===== src/rtl/posit_pio_pkg.sv =====
// Shared types and constants for the HPS PIO to posit-core sequencer.
package posit_pio_pkg;

  localparam int unsigned POSIT_WIDTH = 32;
  localparam int unsigned MEM_ADDR_W  = 12;
  localparam logic [POSIT_WIDTH-1:0] POSIT_NAR = 32'h8000_0000;

  typedef enum logic [2:0] {
    IDLE  = 3'd0,
    ISSUE = 3'd1,
    WAIT  = 3'd2,
    LOG   = 3'd3,
    DONE  = 3'd4
  } seq_state_e;

  // Operand pair latched on a start request and presented to the core.
  typedef struct packed {
    logic [POSIT_WIDTH-1:0] num1;
    logic [POSIT_WIDTH-1:0] num2;
  } posit_req_t;

endpackage


===== src/rtl/posit_pio_sequencer_if.sv =====
// Valid/ready request and single-pulse response channel to the posit core.
interface posit_pio_sequencer_if;
  import posit_pio_pkg::*;

  logic                   core_req_valid;
  logic                   core_req_ready;
  logic [POSIT_WIDTH-1:0] core_num1;
  logic [POSIT_WIDTH-1:0] core_num2;
  logic                   core_resp_valid;
  logic [POSIT_WIDTH-1:0] core_resp_result;

  modport master (
    output core_req_valid, core_num1, core_num2,
    input  core_req_ready, core_resp_valid, core_resp_result
  );

  modport slave (
    input  core_req_valid, core_num1, core_num2,
    output core_req_ready, core_resp_valid, core_resp_result
  );

endinterface


===== src/rtl/posit_log_writer.sv =====
// Writes one 32-bit result as four little-endian bytes into a ring log on the
// on-chip memory s2 port; started by a one-cycle pulse, reports done combinationally.
module posit_log_writer
  import posit_pio_pkg::*;
#(
  parameter int unsigned LOG_ENTRIES = 1024
) (
  input  logic                   clk_i,
  input  logic                   rst_ni,
  input  logic                   start_i,
  input  logic [POSIT_WIDTH-1:0] data_i,
  output logic                   done_c_o,
  output logic [MEM_ADDR_W-1:0]  mem_address_o,
  output logic                   mem_chipselect_o,
  output logic                   mem_clken_o,
  output logic                   mem_write_o,
  output logic [7:0]             mem_writedata_o
);

  localparam int unsigned PTR_W = (LOG_ENTRIES > 1) ? $clog2(LOG_ENTRIES) : 1;
  localparam logic [PTR_W-1:0] PTR_LAST = PTR_W'(LOG_ENTRIES - 1);

  logic                   active_q, active_d;
  logic [1:0]             idx_q, idx_d;
  logic [PTR_W-1:0]       ptr_q, ptr_d;
  logic [POSIT_WIDTH-1:0] data_q, data_d;
  logic                   wr_en_q, wr_en_d;
  logic [MEM_ADDR_W-1:0]  addr_q, addr_d;
  logic [7:0]             wdata_q, wdata_d;

  // Byte 0 goes out on the start edge so the four writes follow back to back.
  always_comb begin
    active_d = active_q;
    idx_d    = idx_q;
    ptr_d    = ptr_q;
    data_d   = data_q;
    wr_en_d  = 1'b0;
    addr_d   = '0;
    wdata_d  = '0;
    if (start_i) begin
      active_d = 1'b1;
      idx_d    = 2'd0;
      data_d   = data_i;
      wr_en_d  = 1'b1;
      addr_d   = MEM_ADDR_W'({ptr_q, 2'd0});
      wdata_d  = data_i[7:0];
    end else if (active_q) begin
      if (idx_q == 2'd3) begin
        active_d = 1'b0;
        ptr_d    = (ptr_q == PTR_LAST) ? '0 : ptr_q + PTR_W'(1);
      end else begin
        idx_d   = idx_q + 2'd1;
        wr_en_d = 1'b1;
        addr_d  = MEM_ADDR_W'({ptr_q, idx_d});
        wdata_d = 8'(data_q >> {idx_d, 3'b000});
      end
    end
  end

  always_ff @(posedge clk_i) begin
    if (!rst_ni) begin
      active_q <= 1'b0;
      idx_q    <= '0;
      ptr_q    <= '0;
      data_q   <= '0;
      wr_en_q  <= 1'b0;
      addr_q   <= '0;
      wdata_q  <= '0;
    end else begin
      active_q <= active_d;
      idx_q    <= idx_d;
      ptr_q    <= ptr_d;
      data_q   <= data_d;
      wr_en_q  <= wr_en_d;
      addr_q   <= addr_d;
      wdata_q  <= wdata_d;
    end
  end

  assign done_c_o         = active_q && (idx_q == 2'd3);
  assign mem_address_o    = addr_q;
  assign mem_chipselect_o = wr_en_q;
  assign mem_clken_o      = wr_en_q;
  assign mem_write_o      = wr_en_q;
  assign mem_writedata_o  = wdata_q;

endmodule


===== src/rtl/posit_pio_sequencer.sv =====
// Sequencer between HPS PIO exports and a posit core: capture operands on a
// start rise, run the core handshake with timeout, publish and log the result.
module posit_pio_sequencer
  import posit_pio_pkg::*;
#(
  parameter int unsigned TIMEOUT_CYCLES = 1024,
  parameter int unsigned LOG_ENTRIES    = 1024
) (
  input  logic                   clk_clk,
  input  logic                   reset_reset_n,
  input  logic [POSIT_WIDTH-1:0] num1_export,
  input  logic [POSIT_WIDTH-1:0] num2_export,
  input  logic                   start_export,
  output logic [POSIT_WIDTH-1:0] result_export,
  output logic                   completed_export,
  posit_pio_sequencer_if.master  core_if,
  output logic [MEM_ADDR_W-1:0]  mem_address,
  output logic                   mem_chipselect,
  output logic                   mem_clken,
  output logic                   mem_write,
  output logic [7:0]             mem_writedata,
  output logic                   timeout_err
);

  localparam int unsigned CNT_W = 16;
  localparam logic [CNT_W-1:0] CNT_LAST = CNT_W'(TIMEOUT_CYCLES - 1);

  seq_state_e             state_q, state_d;
  logic                   start_q;
  posit_req_t             op_q, op_d;
  logic                   req_valid_q, req_valid_d;
  logic [POSIT_WIDTH-1:0] result_q, result_d;
  logic                   completed_q, completed_d;
  logic                   terr_q, terr_d;
  logic [CNT_W-1:0]       cnt_q, cnt_d;
  logic                   request_c;
  logic                   log_start_c;
  logic                   log_done_c;

  // start_q resets high so a level held through reset is not a request.
  assign request_c = start_export && !start_q;

  always_ff @(posedge clk_clk) begin
    if (!reset_reset_n) state_q <= IDLE;
    else                state_q <= state_d;
  end

  always_comb begin
    state_d = state_q;
    unique case (state_q)
      IDLE:    if (request_c) state_d = ISSUE;
      ISSUE:   if (core_if.core_req_ready) state_d = WAIT;
      WAIT:    if (core_if.core_resp_valid || (cnt_q == CNT_LAST)) state_d = LOG;
      LOG:     if (log_done_c) state_d = DONE;
      DONE:    if (!start_export) state_d = IDLE;
      default: state_d = IDLE;
    endcase
  end

  // Response wins over timeout when both land in the same WAIT cycle.
  always_comb begin
    op_d        = op_q;
    result_d    = result_q;
    terr_d      = terr_q;
    cnt_d       = cnt_q;
    log_start_c = 1'b0;
    req_valid_d = (state_d == ISSUE);
    completed_d = (state_d == DONE);
    case (state_q)
      IDLE: begin
        if (request_c) begin
          op_d   = '{num1: num1_export, num2: num2_export};
          terr_d = 1'b0;
        end
      end
      ISSUE: cnt_d = '0;
      WAIT: begin
        cnt_d = cnt_q + CNT_W'(1);
        if (core_if.core_resp_valid) begin
          result_d    = core_if.core_resp_result;
          log_start_c = 1'b1;
        end else if (cnt_q == CNT_LAST) begin
          result_d    = POSIT_NAR;
          terr_d      = 1'b1;
          log_start_c = 1'b1;
        end
      end
      default: ;
    endcase
  end

  always_ff @(posedge clk_clk) begin
    if (!reset_reset_n) begin
      start_q     <= 1'b1;
      op_q        <= '0;
      req_valid_q <= 1'b0;
      result_q    <= '0;
      completed_q <= 1'b0;
      terr_q      <= 1'b0;
      cnt_q       <= '0;
    end else begin
      start_q     <= start_export;
      op_q        <= op_d;
      req_valid_q <= req_valid_d;
      result_q    <= result_d;
      completed_q <= completed_d;
      terr_q      <= terr_d;
      cnt_q       <= cnt_d;
    end
  end

  posit_log_writer #(
    .LOG_ENTRIES (LOG_ENTRIES)
  ) u_log_writer (
    .clk_i            (clk_clk),
    .rst_ni           (reset_reset_n),
    .start_i          (log_start_c),
    .data_i           (result_d),
    .done_c_o         (log_done_c),
    .mem_address_o    (mem_address),
    .mem_chipselect_o (mem_chipselect),
    .mem_clken_o      (mem_clken),
    .mem_write_o      (mem_write),
    .mem_writedata_o  (mem_writedata)
  );

  assign result_export          = result_q;
  assign completed_export       = completed_q;
  assign timeout_err            = terr_q;
  assign core_if.core_req_valid = req_valid_q;
  assign core_if.core_num1      = op_q.num1;
  assign core_if.core_num2      = op_q.num2;

endmodule

===== src/flat_wrapper.sv =====
// flat-port wrapper written by rule: the top's interface ports become plain ports
module posit_pio_sequencer_flat import posit_pio_pkg::*;
#(
  parameter int unsigned TIMEOUT_CYCLES = 1024,
  parameter int unsigned LOG_ENTRIES    = 1024
)
  (clk_clk, reset_reset_n, num1_export, num2_export, start_export, result_export, completed_export, mem_address, mem_chipselect, mem_clken, mem_write, mem_writedata, timeout_err, core_if_core_req_valid, core_if_core_num1, core_if_core_num2, core_if_core_req_ready, core_if_core_resp_valid, core_if_core_resp_result);
  posit_pio_sequencer_if core_if_i ();
  input  logic clk_clk;
  input  logic reset_reset_n;
  input  logic [POSIT_WIDTH-1:0] num1_export;
  input  logic [POSIT_WIDTH-1:0] num2_export;
  input  logic start_export;
  output logic [POSIT_WIDTH-1:0] result_export;
  output logic completed_export;
  output logic [MEM_ADDR_W-1:0] mem_address;
  output logic mem_chipselect;
  output logic mem_clken;
  output logic mem_write;
  output logic [7:0] mem_writedata;
  output logic timeout_err;
  output wire logic [$bits(core_if_i.core_req_valid)-1:0] core_if_core_req_valid;
  output wire logic [$bits(core_if_i.core_num1)-1:0] core_if_core_num1;
  output wire logic [$bits(core_if_i.core_num2)-1:0] core_if_core_num2;
  input wire logic [$bits(core_if_i.core_req_ready)-1:0] core_if_core_req_ready;
  input wire logic [$bits(core_if_i.core_resp_valid)-1:0] core_if_core_resp_valid;
  input wire logic [$bits(core_if_i.core_resp_result)-1:0] core_if_core_resp_result;
  assign core_if_core_req_valid = core_if_i.core_req_valid;
  assign core_if_core_num1 = core_if_i.core_num1;
  assign core_if_core_num2 = core_if_i.core_num2;
  assign core_if_i.core_req_ready = core_if_core_req_ready;
  assign core_if_i.core_resp_valid = core_if_core_resp_valid;
  assign core_if_i.core_resp_result = core_if_core_resp_result;
  posit_pio_sequencer #(.TIMEOUT_CYCLES(TIMEOUT_CYCLES), .LOG_ENTRIES(LOG_ENTRIES)) u_core (.clk_clk(clk_clk), .reset_reset_n(reset_reset_n), .num1_export(num1_export), .num2_export(num2_export), .start_export(start_export), .result_export(result_export), .completed_export(completed_export), .core_if(core_if_i), .mem_address(mem_address), .mem_chipselect(mem_chipselect), .mem_clken(mem_clken), .mem_write(mem_write), .mem_writedata(mem_writedata), .timeout_err(timeout_err));
endmodule

===== config.mk =====
export PLATFORM = sky130hd
export DESIGN_NAME = posit_pio_sequencer_flat
export DESIGN_NICKNAME = d
export VERILOG_FILES = /design/src/rtl/posit_pio_pkg.sv /design/src/rtl/posit_pio_sequencer_if.sv /design/src/rtl/posit_log_writer.sv /design/src/rtl/posit_pio_sequencer.sv /design/src/flat_wrapper.sv
export SDC_FILE = /design/constraint.sdc
export NUM_CORES = 1
export LEC_CHECK = 0
export BUFFER_PORTS_ARGS = -buffer_cell sky130_fd_sc_hd__buf_2
export CAP_MARGIN = 20
export CELL_PAD_IN_SITES_DETAIL_PLACEMENT = 1
export CELL_PAD_IN_SITES_GLOBAL_PLACEMENT = 1
export CORE_MARGIN = 1
export CORE_UTILIZATION = 30
export CTS_BUF_LIST = sky130_fd_sc_hd__clkbuf_2 sky130_fd_sc_hd__clkbuf_4 sky130_fd_sc_hd__clkbuf_8
export DETAILED_ROUTE_END_ITERATION = 8
export PLACE_DENSITY_LB_ADDON = 0.12
export SLEW_MARGIN = 10
export SYNTH_ARGS = -nofsm -noshare
export SYNTH_HDL_FRONTEND = slang
export SYNTH_SLANG_ARGS = --single-unit
export TNS_END_PERCENT = 20

===== constraint.sdc =====
create_clock -name clk_clk -period 2.7 [get_ports clk_clk]
set_clock_uncertainty 0.1 [all_clocks]
set_input_delay 0 -clock clk_clk [delete_from_list [all_inputs] [get_ports clk_clk]]
set_output_delay 0 -clock clk_clk [all_outputs]
set_load 0.05 [all_outputs]

==> results.toml, run 1 <==
[status]
outcome = "finished clean"

[synthesis]
syn_area_um2 = 6650
syn_area_per_cell_um2 = 9.63
yosys.cell_types.count = 50
ys.warnings.count = 0
ys_seq_elements = 184
async_reset_ff_frac = 0
postSynthCellCount = 690
synth_edf_count = 0
synth-seq-area-share = 0.554
synth_fp_nets = 794
ys.flop_type = "dfxtp_1"

[placement]
gp_congestion = 0.758
dp.final_hpwl_um = 13700
dp.cells = 1150
portBuffers = 222
place_ws_ns = 0.497
post_dp_cell_area_um2 = 7990

[clocking]
clk_latency_ns = 0.47
clk_pin_slew_ns = 0.13
clockBufferDepth = 2
cts_made_buffers = 17
cts_tree = "built"
root_buffer = "clkbuf_8"
cts_resized = 0
htreeDepth = 4
cts.sinks = 184

[routing]
first_pass_iters = 6
routed_wl_um = 20600
drt_iter0_drc = 179
dr_total_vias = 6225
drc = 0
viasPerCell = 4.85
postRouteAntennaNets = 0
post_drt_wl_per_cell_um = 16.0

[run]
max-cap-violations = 0

[layout]
fin_util = 0.434
fin_cells = 1283
fin_area_um2 = 9440
drive_above_1_share = 0.284
diodes = 0
syn_to_final_growth_pct = 42.0
layout.nets = 1094

[sta]
min_period_over_period = 0.828
finalSetupViolCount = 0
slew_headroom = 0.595
min_period_ns = 2.24
fmax_ghz = 0.447
drv_slew = 0
setup_ws_ns = 0.464
fin_hold_ws_ns = 0.187
tns_ns = 0
tightest_slew_ns = 0.607
hold_viol = 0
rsz0062_at_grt = "false"

[floorplan]
die_w_um = 151
num_io_pins = 223
die_h_um = 151
dieArea_um2 = 22800
num_rows = 54
coreArea_um2 = 21800
start_util = 0.306

[pwr]
power.total_mw = 5.36
ir_drop_mv = 0.256
leakagePower_nw = 4.08
power_density_nw_per_um2 = 568

[setup_path]
startpoint_type = "register"
cp_max_fo = 12
reg2reg_depth = 5
arrival_ns = 2.54
worst-setup-path-type = "register to register"
cp-end-kind = "register"
cp.required_ns = 3.00

[global_routing]
grt_pass1_wl_um = 31900
track_usage = 0.179
grt_pass1_vias = 6347
antenna_found_initial = 0
grt_max_degree = 71
grt-ovfl-total = 0

[hold_path]
hold_class = "input port to register"
hold_path_depth = 3
[layer usage]
| metal | vias to the layer above | routed length, um | track usage |
|---|---|---|---|
| met5 | - | 0 | 0 |
| met4 | 0 | 312 | 0.0640 |
| met3 | 27 | 1450 | 0.0584 |
| met2 | 197 | 9760 | 0.297 |
| met1 | 2977 | 9060 | 0.215 |
| li1 | 3024 | - | - |
[cell usage after synthesis (all sizes together) (5+ instances only)]
| library cell | instances | share of area |
|---|---|---|
| nor2 | 29 | 0.016 |
| or3 | 5 | 0.0047 |
| nand2b | 6 | 0.0056 |
| o21ai | 14 | 0.011 |
| nand2 | 143 | 0.081 |
| a21oi | 83 | 0.062 |
| nand4 | 7 | 0.0088 |
| and2 | 15 | 0.014 |
| dfxtp | 184 | 0.55 |
| and3 | 6 | 0.0056 |
| a22o | 70 | 0.092 |
| clkbuf | 19 | 0.011 |
| nand3 | 10 | 0.0075 |
| mux4 | 8 | 0.027 |
| buf | 33 | 0.027 |
| nor3 | 8 | 0.0068 |
[path summary, 6_finish.rpt]
path | startpoint | to | slack, ns
setup / recovery | u_core.state_q[1]$_SDFF_PN0_ | u_core.cnt_q[15]$_SDFFE_PN0P_ | 0.46
hold / removal | core_if_core_resp_result[13] | u_core.u_log_writer.data_q[13]$_SDFFE_PN0P_ | 0.19
setup reg to reg | u_core.state_q[1]$_SDFF_PN0_ | u_core.cnt_q[15]$_SDFFE_PN0P_ | 0.46
hold reg to reg | u_core.core_if.core_num1[27]$_SDFFE_PN0P_ | u_core.core_if.core_num1[27]$_SDFFE_PN0P_ | 0.36
[critical path: stages (launching register included)]
cell and delay, ns:
dfxtp_1 0.57, or3b_1 0.58, nor3_2 0.41, nand4_1 0.16, mux2_2 0.29, nor2_1 0.08
[placed cells by master (no fill, tap or decap), drive strengths merged, types with 8 or more instances in the layout]
cell / instances
and2: 15
o21ai: 14
a22o: 70
mux4: 8
inv: 11
clkbuf: 17
nor3: 8
dlygate4sd3: 101
buf: 232
nand2: 143
nand3: 10
dfxtp: 184
nor2: 29
a21oi: 83
[registers in the layout, summed over array words and instances (netlist names)]
register / flops
u_core.completed_export: 1
u_core.u_log_writer.mem_chipselect_o: 1
u_core.u_log_writer.mem_writedata_o: 8
u_core.core_if.core_num1: 32
u_core.u_log_writer.ptr_q: 10
u_core.state_q: 3
u_core.start_q: 1
u_core.u_log_writer.idx_q: 2
u_core.core_if.core_num2: 32
u_core.result_export: 32
u_core.u_log_writer.mem_address_o: 12
u_core.timeout_err: 1
u_core.cnt_q: 16
u_core.core_if.core_req_valid: 1
u_core.u_log_writer.data_q: 32
[final cells by class]
type / instances / area [um2]
Fill cell: 2531 / 12300
Clock inverter: 15 / 211
Sequential cell: 184 / 3680
Multi-Input combinational cell: 451 / 2720
Timing Repair Buffer: 333 / 2230
Clock buffer: 17 / 234
Tap cell: 280 / 350
Inverter: 3 / 11.3
[repair_timing]
action / in CTS / in global routing
hold buffers: 101 / 0
hold endpoints to repair: 152 / 0
buffers inserted: 0 / 0
[where the power goes]
part | leakage, nW | internal [mW] | switching [mW]
clock network | 0.218 | 0.749 | 1.25
logic | 2.38 | 0.232 | 0.345
registers | 1.49 | 2.76 | 0.0287
[cell families after synthesis]
family,share of synthesized area
compound gates,0.191
xor+xnor,0.00659
fa+ha+maj,0.00565
buf+inv,0.0395
flops,0.554
mux,0.0365
simple gates,0.167
Note: power is estimated with default switching activity, not from simulation.
==> run 2: changes to the inputs <==
--- a/config.mk
+++ b/config.mk
@@ -5,6 +5,7 @@
 export SDC_FILE = /design/constraint.sdc
 export NUM_CORES = 1
 export LEC_CHECK = 0
+export ABC_AREA = 1
 export BUFFER_PORTS_ARGS = -buffer_cell sky130_fd_sc_hd__buf_2
 export CAP_MARGIN = 20
 export CELL_PAD_IN_SITES_DETAIL_PLACEMENT = 1
==> constraint.sdc (replaced) <==
create_clock -name clk_clk -period 2.3 [get_ports clk_clk]
set_clock_uncertainty 0.1 [all_clocks]
set_input_delay 0 -clock clk_clk [delete_from_list [all_inputs] [get_ports clk_clk]]
set_output_delay 0 -clock clk_clk [all_outputs]
set_load 0.05 [all_outputs]
==> results.toml, run 2 <==
[synthesis]
synth_commonest_cells = "nand2_1, dfxtp_1, nor2_1"
yosys.cell_types.count = 35
synth-seq-area-share = 0.527
synthTopCellsByArea = "dfxtp_1, nand2_1, nor2_1, o21ai_0, nand3_1"
syn_area_per_cell_um2 = 7.70
async_reset_ff_frac = 0
synth_edf_count = 0
syn_area_um2 = 7000
ys.flop_type = "dfxtp_1"
postSynthCellCount = 909
synth_largest_area_cell = "dfxtp_1"
ys.warnings.count = 0
synth.top_cell.area_share = 0.527
synth_fp_nets = 1013
ys_seq_elements = 184
yosysMostFrequentCell = "nand2_1"

[placement]
post_dp_cell_area_um2 = 8380
dp.final_hpwl_um = 13700
gp_congestion = 0.782
portBuffers = 222

[clocking]
clk_latency_ns = 0.46
clk_pin_slew_ns = 0.11
cts_tree = "built"
clockBufferDepth = 2
cts_made_buffers = 17
htreeDepth = 4
cts.sinks = 184
root_buffer = "clkbuf_8"

[sta]
min_period_ns = 2.29
tns_ns = 0
rsz0062_at_grt = "true"
min_period_over_period = 0.994
drv_slew = 0
slew_headroom = 0.481
hold_viol = 0
fin_hold_ws_ns = 0.189
tightest_slew_ns = 0.778
finalSetupViolCount = 0
fmax_ghz = 0.437

[pwr]
power.total_mw = 6.52
power_density_nw_per_um2 = 650
ir_drop_mv = 0.268
leakagePower_nw = 4.83

[routing]
routed_wl_um = 22500
postRouteAntennaNets = 0
drt_iter0_drc = 224
dr_total_vias = 6971
drc = 0
first_pass_iters = 4
post_drt_wl_per_cell_um = 14.4
viasPerCell = 4.47

[floorplan]
coreArea_um2 = 22800
start_util = 0.307
num_io_pins = 223
die_w_um = 155
die_h_um = 155
num_rows = 55
dieArea_um2 = 23900

[status]
outcome = "finished clean"

[setup_path]
cp-end-kind = "register"
cp.required_ns = 2.62
arrival_ns = 2.61
slowest_stage = "dlygate4sd3_1"
critPathMaxStageDelay_ns = 0.59
worst-setup-path-type = "register to register"
startpoint_type = "register"
cp_max_fo = 17
crit_chain = "nor2_2 -> nand2_1 -> nor3_4 -> buf_6 -> buf_12 -> o21ai_0 -> nor2_1 -> dlygate4sd3_1"

[global_routing]
grt_pass1_wl_um = 35300
grt_pass1_vias = 7126
track_usage = 0.184
grt_max_degree = 69
grt-ovfl-total = 0
antenna_found_initial = 0

[layout]
fin_area_um2 = 10000
drive_above_1_share = 0.253
layout.nets = 1338
n_fill_cell = 2819
seqCellArea_um2 = 3680
multiInputGateArea_um2 = 2880
mostFrequentLayoutCells = "nand2_1, buf_2, dfxtp_1, nor2_1, dlygate4sd3_1"
syn_to_final_growth_pct = 43.3
diodes = 0

[hold_path]
hold_class = "input port to register"

[run]
max-cap-violations = 0
## run 2: stage by stage
| stage | std cells | worst slack, ns | utilization |
|---|---|---|---|
| 4_1_cts | 1550 | 0.0238 | 0.435 |
| 5_1_grt | 1560 | -0.0538 | 0.440 |
| 3_3_place_gp | 1407 | 0.168 | 0.368 |
| 2_1_floorplan | 909 | 0.624 | - |
| 6_report | 1560 | 0.0135 | 0.440 |
| 3_5_place_dp | 1407 | 0.120 | 0.368 |
## run 2: critical path: cells and delay by family, from the launching register on
family                 cells  cell delay (ns)
AOI/OAI and AO/OA          1             0.11
buffers and inverters      3             0.93
DFF                        1             0.38
and+or+nand+nor            4             0.72
## run 2: cells by family (layout without fill, tap and decap cells)
group / count (synthesis) / count (layout) / share of synthesized area
compound gates: 140 / 140 / 0.111
xor+xnor: 4 / 4 / 0.00501
fa+ha+maj: 3 / 3 / 0.00537
buf+inv: 101 / 438 / 0.0640
flops: 184 / 184 / 0.527
simple gates: 477 / 478 / 0.289
## run 2: area by class of cell
| class | instances | share of cell area |
|---|---|---|
| Tap cell | 313 | 0.0391 |
| Clock inverter | 13 | 0.0151 |
| Clock buffer | 19 | 0.0261 |
| Timing Repair Buffer | 353 | 0.244 |
| Sequential cell | 184 | 0.368 |
| Multi-Input combinational cell | 625 | 0.288 |
| Inverter | 53 | 0.0203 |
## run 2: path summary, 6_finish.rpt
path	depth (start not counted)	start	slack, ns	end
worst max-delay path	8	u_core.state_q[1]$_SDFF_PN0_	0.01	u_core.core_if.core_num2[18]$_SDFFE_PN0P_
worst min register to register	2	u_core.result_export[29]$_SDFF_PN0_	0.35	u_core.result_export[29]$_SDFF_PN0_
worst min-delay path	4	num2_export[8]	0.19	u_core.core_if.core_num2[8]$_SDFFE_PN0P_
worst max register to register	8	u_core.state_q[1]$_SDFF_PN0_	0.01	u_core.core_if.core_num2[18]$_SDFFE_PN0P_
## run 2: what timing repair did
item / CTS / global route
setup endpoints to repair: 0 / 12
buffers inserted: 0 / 7
resized for setup: 0 / 7
hold buffers: 111 / 0
hold endpoints to repair: 149 / 0
## run 2: layer usage
layer,up-vias,wire [um],GRT usage
li1,3552,-,-
met1,3233,10700,0.229
met2,161,10500,0.313
met3,25,940,0.0412
met4,0,325,0.0613
met5,-,0,0
## run 2: power by group
part	switching, mW	internal, mW
logic	0.580	0.330
registers	0.0477	3.28
clock network	1.32	0.972
